[src/rtl/fetch_unit.sv]
// -----------------------------------------------------------------------------
// fetch_unit
// Instruction fetch stage sitting directly upstream of the Controller in the
// multi-cycle core. Owns the PC, fetches one instruction word per FETCH/ISSUE
// round over a req/ack handshake, holds it in the instruction register, and
// computes the next PC from the Controller's PC-source selects.
//
// Ports:
//   clk, rst            rising-edge clock, asynchronous active-high reset
//   imem_req/imem_addr  fetch request (FETCH state) and address (always pc)
//   imem_ack/imem_rdata memory response; accepted only in FETCH
//   stall               hold the current instruction in ISSUE
//   sel_PCSrc_*         Controller PC-source selects (expected one-hot)
//   branch_taken        branch condition, qualifies sel_PCSrc_offset
//   jump_offset         signed branch offset relative to pc+1
//   jump_target         absolute jump target
//   instr/opcode        instruction register and its top 6 bits
//   instr_valid         instr/opcode valid (ISSUE state)
//   pc                  current PC
//   sel_error           one-cycle pulse after an issue with non-one-hot selects
//   instr_count         number of issued instructions, wraps at 2^16
// -----------------------------------------------------------------------------
module fetch_unit #(
  parameter int              PC_W     = 12,
  parameter int              INSTR_W  = 19,
  parameter int              OFF_W    = 8,
  parameter logic [PC_W-1:0] RESET_PC = '0
) (
  input  logic               clk,
  input  logic               rst,
  output logic               imem_req,
  output logic [PC_W-1:0]    imem_addr,
  input  logic               imem_ack,
  input  logic [INSTR_W-1:0] imem_rdata,
  input  logic               stall,
  input  logic               sel_PCSrc_plus1,
  input  logic               sel_PCSrc_offset,
  input  logic               sel_PCSrc_const,
  input  logic               branch_taken,
  input  logic [OFF_W-1:0]   jump_offset,
  input  logic [PC_W-1:0]    jump_target,
  output logic [INSTR_W-1:0] instr,
  output logic [5:0]         opcode,
  output logic               instr_valid,
  output logic [PC_W-1:0]    pc,
  output logic               sel_error,
  output logic [15:0]        instr_count
);

  typedef enum logic [1:0] {
    ST_IDLE  = 2'd0,
    ST_FETCH = 2'd1,
    ST_ISSUE = 2'd2
  } state_t;

  localparam logic [PC_W-1:0] PC_ONE = PC_W'(1);

  state_t               state_r;
  state_t               state_next_s;
  logic [PC_W-1:0]      pc_r;
  logic [PC_W-1:0]      pc_next_s;
  logic [PC_W-1:0]      pc_plus1_s;
  logic [PC_W-1:0]      off_ext_s;
  logic [INSTR_W-1:0]   instr_r;
  logic [15:0]          instr_count_r;
  logic                 sel_error_r;
  logic [1:0]           sel_cnt_s;
  logic                 issue_fire_s;

  // State register
  always_ff @(posedge clk or posedge rst) begin
    if (rst) begin
      state_r <= ST_IDLE;
    end else begin
      state_r <= state_next_s;
    end
  end

  // Next-state logic; imem_ack outside FETCH has no effect
  always_comb begin
    state_next_s = ST_IDLE;
    case (state_r)
      ST_IDLE:  state_next_s = ST_FETCH;
      ST_FETCH: begin
        if (imem_ack) begin
          state_next_s = ST_ISSUE;
        end else begin
          state_next_s = ST_FETCH;
        end
      end
      ST_ISSUE: begin
        if (stall) begin
          state_next_s = ST_ISSUE;
        end else begin
          state_next_s = ST_FETCH;
        end
      end
      default:  state_next_s = ST_IDLE;
    endcase
  end

  // Output decode from registered state
  always_comb begin
    imem_req    = 1'b0;
    instr_valid = 1'b0;
    case (state_r)
      ST_FETCH: imem_req    = 1'b1;
      ST_ISSUE: instr_valid = 1'b1;
      default: begin
        imem_req    = 1'b0;
        instr_valid = 1'b0;
      end
    endcase
  end

  // Next-PC select: const beats taken offset beats the pc+1 fall-through.
  // The offset is relative to pc+1 and all arithmetic wraps at 2^PC_W.
  always_comb begin
    off_ext_s    = {{(PC_W-OFF_W){jump_offset[OFF_W-1]}}, jump_offset};
    pc_plus1_s   = pc_r + PC_ONE;
    sel_cnt_s    = {1'b0, sel_PCSrc_plus1} + {1'b0, sel_PCSrc_offset} + {1'b0, sel_PCSrc_const};
    issue_fire_s = (state_r == ST_ISSUE) && !stall;
    if (sel_PCSrc_const) begin
      pc_next_s = jump_target;
    end else if (sel_PCSrc_offset && branch_taken) begin
      pc_next_s = pc_plus1_s + off_ext_s;
    end else begin
      pc_next_s = pc_plus1_s;
    end
  end

  // Datapath registers: instruction capture, PC update, issue count, select check
  always_ff @(posedge clk or posedge rst) begin
    if (rst) begin
      pc_r          <= RESET_PC;
      instr_r       <= '0;
      instr_count_r <= 16'd0;
      sel_error_r   <= 1'b0;
    end else begin
      sel_error_r <= 1'b0;
      if ((state_r == ST_FETCH) && imem_ack) begin
        instr_r <= imem_rdata;
      end
      if (issue_fire_s) begin
        pc_r          <= pc_next_s;
        instr_count_r <= instr_count_r + 16'd1;
        sel_error_r   <= (sel_cnt_s != 2'd1);
      end
    end
  end

  assign imem_addr   = pc_r;
  assign pc          = pc_r;
  assign instr       = instr_r;
  assign opcode      = instr_r[INSTR_W-1:INSTR_W-6];
  assign sel_error   = sel_error_r;
  assign instr_count = instr_count_r;

endmodule

[config.mk]
export PLATFORM = sky130hd
export DESIGN_NAME = fetch_unit
export DESIGN_NICKNAME = d
export VERILOG_FILES = /design/src/rtl/fetch_unit.sv
export SDC_FILE = /design/constraint.sdc
export NUM_CORES = 1
export LEC_CHECK = 0
export ABC_AREA = 1
export CELL_PAD_IN_SITES_DETAIL_PLACEMENT = 0
export CELL_PAD_IN_SITES_GLOBAL_PLACEMENT = 1
export CORE_MARGIN = 2
export CORE_UTILIZATION = 46
export CTS_CLUSTER_DIAMETER = 200
export DETAILED_ROUTE_END_ITERATION = 6
export DONT_BUFFER_PORTS = 1
export PLACE_DENSITY_LB_ADDON = 0.05
export SLEW_MARGIN = 25
export SYNTH_ARGS = -nofsm -noshare
export SYNTH_HDL_FRONTEND = slang
export SYNTH_SLANG_ARGS = --single-unit
[constraint.sdc]
create_clock -name clk -period 2.5 [get_ports clk]
set_input_delay 0.375 -clock clk [delete_from_list [all_inputs] [get_ports clk]]
set_output_delay 0.375 -clock clk [all_outputs]
set_load 0.02 [all_outputs]
* Word level (Yosys, flattened, before mapping)
Index checks and enable logic that the tools add are counted.
** Storage, ports and cells
- Flip-flop bits (word level) :: 50
- Input port bits :: 47
- Output and inout port bits :: 68
- Word-level logic and storage cells :: 26
** Operators by class
- Add/sub/neg operators :: 5
- Equal/unequal tests :: 3
- Multiplexer cells :: 8
- Reduce and logical (&&, ||, !) cells :: 5
** Operator list (count)
- $mux W12 :: 2
- $add A16 B1 Y16 const B :: 1
- $add A12 B1 Y12 const B :: 1
- $add A12 B12 Y12 :: 1
- $pmux W2 S3 :: 1
- $mux W2 :: 2
- $logic_and A1 B1 Y1 :: 3
- $mux W1 :: 3
- $add A1 B1 Y2 :: 1
- $add A2 B1 Y2 :: 1
- $eq A2 B1 Y1 const B :: 1
- $eq A2 B2 Y1 const B :: 1
- $logic_not A2 Y1 :: 1
- $ne A2 B1 Y1 const B :: 1
- $logic_not A1 Y1 :: 1

* Logic depth before layout (Yosys ltp)
- Depth after elaboration :: 4
- Mapped depth :: 20

* Worst setup path after synthesis
Ideal clock, no wire load.
- Kind :: register to register
- Start :: register pc_r[1] (netlist: imem_addr[1])
- End :: register pc_r[11] (netlist: imem_addr[11])
- Setup time :: 0.117 ns
- Arrival time :: 2.384 ns
- Required time :: 2.383 ns
- Slack :: 0.000 ns
- Cell stages (with the launch flop) :: 17
- Path buffers :: 0
- Clock period less this slack :: 2.500 ns
- Path through :: dfrtp_1 > ha_1 > nand3_1 > nor2_1 > nand3_1 > o21ai_0 > inv_1 > ha_1 > nand2_1 > nor2_1 > nand3_1 > nand4_1 > nand3_1 > nand2_1 > nand3_1 > nand2_1 > nand2_1
** Between the ends
- Cells in the longest elaborated chain, start to end :: 4
** RTL lines
- start, declared :: line 60 : logic [PC_W-1:0] pc_r;
- start signal, assigned :: line 145 : pc_r <= pc_next_s;
- $add A12 B1 Y12 * :: line 120 : pc_plus1_s = pc_r + PC_ONE;
- $add A12 B12 Y12 :: line 126 : pc_next_s = pc_plus1_s + off_ext_s;
- $mux W12 * :: line 125 : end else if (sel_PCSrc_offset && branch_taken) begin
- $mux W12 * :: line 123 : if (sel_PCSrc_const) begin
Every way passes the cells marked *; elsewhere a longest branch is shown, timed or not.
A chain may end at the register's enable or synchronous reset.

* Worst setup path in the final report
- Start :: register pc_r[1] (netlist: imem_addr[1])
- End :: register pc_r[6] (netlist: imem_addr[6])
Same word-level chain as after synthesis.

==> results.md <==
Global route:
- Entering global routing, the biggest net connects 30 pins.
- The global-route total usage across every layer is approximately a fifth.
- The number of antenna violations at the first check in global routing is 0.
- The global-route wire length before repair is between 10000 and 15000 um.
- The sum of overflow across all layers after global routing is 0.
- The number of global-route vias before repair is 2412.

Logic synthesis:
- The primary flip-flop cell chosen by synthesis mapping is dfrtp_1.
- Synthesis produced a netlist whose cell count is a little under 400.
- The total of flip-flops plus latches after synthesis is 50.
- The sequential cell area fraction in the yosys report is a little under two fifths.
- Synthesis instantiated 35 different standard cells from the library.
- The mean cell area of the mapped netlist is 8.28 um2.
- The number of nets in the synthesized netlist is 459.
- The Yosys step of the flow raised 0 warnings.
- The count of flip-flops with a built-in enable after synthesis is 0.
- The async set-reset flop share out of synthesis is 100%.
- The synthesized area is 3260 um2.

Timing:
- The final number of hold-violating endpoints was 0.
- The smallest clock period supported by the final layout is computed as 2.35 ns.
- Clock skew on the completed layout was measured at 0.00815 ns.
- The worst-case hold slack is 0.0231 ns.
- The final cycle utilization of the critical path is 94.2%.
- In this run the tightest slew margin relative to its limit is about 47%.
- The slew of the pin with the lowest slew margin is 0.800 ns.
- The worst path meets setup with 0.146 ns of slack.
- Setup violations remaining at the end of the flow were counted as 0.
- Timing would allow up to 425 MHz.
- The final-report max-slew violation count is 0.

Place:
- The final RePlAce weighted congestion is 0.789.
- Summed over all nets, the half-perimeter wirelength after detailed placement is 5940 um.
- Once placement finished, the instance area stood at around 3400 um2.
- Input and output buffers added on the ports amount to 0.
- At the placement stage, the worst setup path has a slack of -0.0558 ns.

Critical path:
- The slowest cell on the critical path is dfrtp_2.
- Traced cell by cell, the critical path runs through ha_2 -> buf_4 -> xor2_4 -> ha_2 -> nand2_1 -> nand2_1 -> o21ai_0 -> buf_4 -> o21ai_1 -> xor2_1 -> o21ai_0 -> a21boi_1.
- Tracing the worst setup path back leads to its startpoint at imem_addr[1].
- In this run the critical register-to-register path is launched from imem_addr[1].
- The worst setup path is of the reg2reg kind.
- Counting cells, the worst reg-to-reg path comes to 12.
- The arrival time at the worst endpoint is approximately 2.6 ns.
- The worst setup path is launched from a register.
- Along the worst path, the maximum fanout reaches 6.
- STA classifies the critical path endpoint as a register.
- The largest single stage delay on the critical path is 0.43 ns.
- For the worst setup path, the data required time is 2.71 ns.

Route:
- The detail route stage leaves a number of antenna-violating nets equal to 0.
- The final layout contains routed wiring with a total length of 7510 um.
- The number of detailed-route iterations in the first pass is 4.
- The detailed-route via count is 2620.
- The via-per-instance ratio is 5.19.
- The average wire length per cell after detail routing is 14.9 um.
- The iteration-0 DRC count of the detailed router is 86.
- The DRC violations left is 0.

Power:
- The total power density per cell area is 1260 nW/um2.
- Across the VDD grid, the largest voltage drop is 0.542 mV.
- The leakage component of the power is 1.81 nW.

Die:
- The number of placed I/O pins is 115.
- The row count is 30.
- The die width is between 80 and 90 um.
- The core footprint is 6830 um2.
- The full die area is 7780 um2.
- The initial utilization of the core area, before any placement, comes to 47.8%.
- From bottom edge to top edge, the die measures 88.2 um.

Clock network:
- The clock slew seen by the registers of the worst setup and hold paths is 0.09 ns.
- The latest clock arrival within the worst-skew pair is 0.30 ns.
- The maximum number of buffers from clock root to sink is 2.
- The cell sitting at the root of the clock tree is a clkbuf_8.
- The H-tree generated during clock tree synthesis spans 2 levels.
- Clock tree synthesis found a total of 50 sinks.
- The clock buffer count from CTS is 5.
- TritonCTS built the clock tree.

Cells and area:
- Cells fill 55.3% of the core in the end.
- Relative to the synthesized area, the layout overhead comes to 15.7%.
- The final net count is 473.
- The repair_antennas step left the layout with diodes totalling 0.
- Of the cells placed in the final design, the portion with a size suffix greater than 1 is between 20% and 30%.
- The final design instance area without fill is 3780 um2.

Worst hold path:
- The path class of the tightest hold or removal check is in2async.

Flow run:
- Max-cap violations in this run came to 0.

Run status:
- The run finished with clean final reports.
cells in the final DEF (no fill, tap or decap), types with 5 or more instances in the layout:
master	instances
buf_4	32
nand3_1	23
a21oi_1	11
dfrtp_1	48
xor2_1	10
inv_1	39
nor2_1	29
clkbuf_8	5
ha_4	5
mux2_2	19
nand4_1	7
xnor2_1	7
nand2_2	5
ha_1	8
nand2_1	84
o21ai_0	12
critical path: cells and delay by family (launching register included):
kind	cells	cell delay, ns
fa+ha+maj	2	0.58
compound gates	4	0.50
flops	1	0.43
xor+xnor	2	0.33
buf+inv	2	0.31
simple gates	2	0.12
power by group:
part | switching (W) | internal (W) | total, W
clock network | 0.000268 | 0.000197 | 0.000465
logic | 0.00149 | 0.00112 | 0.00261
registers | 0.000571 | 0.00110 | 0.00167
state kept, by name, summed over array words and instances (netlist names):
register / cells
imem_addr: 12
instr: 19
instr_count: 16
sel_error: 1
state_r: 2
stage by stage:
step	setup TNS [ns]	std cells	power (W)
floorplan	0	394	0.00344
global placement	-0.0444	489	0.00390
detailed placement	-0.0740	489	0.00392
CTS	0	497	0.00442
global route	-0.0553	505	0.00516
finish	0	505	0.00475
cells in the mapped netlist, types with 4 or more instances:
cell | instances | area, um2
nand4_1 | 7 | 43.8
ha_1 | 16 | 200
a21oi_1 | 13 | 65.1
nand3_1 | 27 | 135
mux2_2 | 19 | 214
buf_2 | 5 | 25.0
a31oi_1 | 4 | 25.0
nand2_1 | 88 | 330
nor2_1 | 32 | 120
o21ai_0 | 16 | 80.1
buf_4 | 18 | 135
xnor2_1 | 7 | 61.3
xor2_1 | 14 | 123
dfrtp_1 | 50 | 1250
inv_1 | 42 | 158
area by class of cell:
cell class / count / area, um2
Clock buffer: 5 / 68.8
Clock inverter: 3 / 21.3
Fill cell: 659 / 3060
Inverter: 44 / 165
Multi-Input combinational cell: 274 / 1890
Sequential cell: 50 / 1250
Tap cell: 96 / 120
Timing Repair Buffer: 33 / 260
per-layer routing:
metal  vias up  routed length, um  global-route usage (%)
met5         -                  0                       0
met2        89               3470                    29.7
met3         7                533                    5.41
met1      1230               3470                    26.9
li1       1294                  -                       -
met4         0                 36                    2.62
final timing paths:
path                       slack, ns           end
setup / recovery                0.15  imem_addr[6]
hold / removal                  0.02     instr[11]
setup reg to reg                0.15  imem_addr[6]
hold reg to reg                 0.49    state_r[0]
max in group asynchronous       1.88     sel_error
min in group clk                0.19    state_r[1]
timing repair:
action,4_1_cts,5_1_grt
setup buffers,0,8
setup endpoints to repair,5,7
pin swaps,0,11
hold buffers,0,0
gates cloned,0,0
gates resized for setup,4,41
logic make-up (layout without fill, tap and decap cells):
family / count (synthesis) / in the layout / share of synthesized area [%]
XOR/XNOR: 22 / 22 / 6.14
AO/OA/AOI/OAI: 47 / 47 / 8.44
flip-flops: 50 / 50 / 38.3
buffers and inverters: 70 / 85 / 10.3
AND/OR/NAND/NOR: 168 / 168 / 22.9
multiplexers: 19 / 19 / 6.56
adder cells (fa/ha/maj): 18 / 18 / 7.36
(Power assumes the default switching activity.)
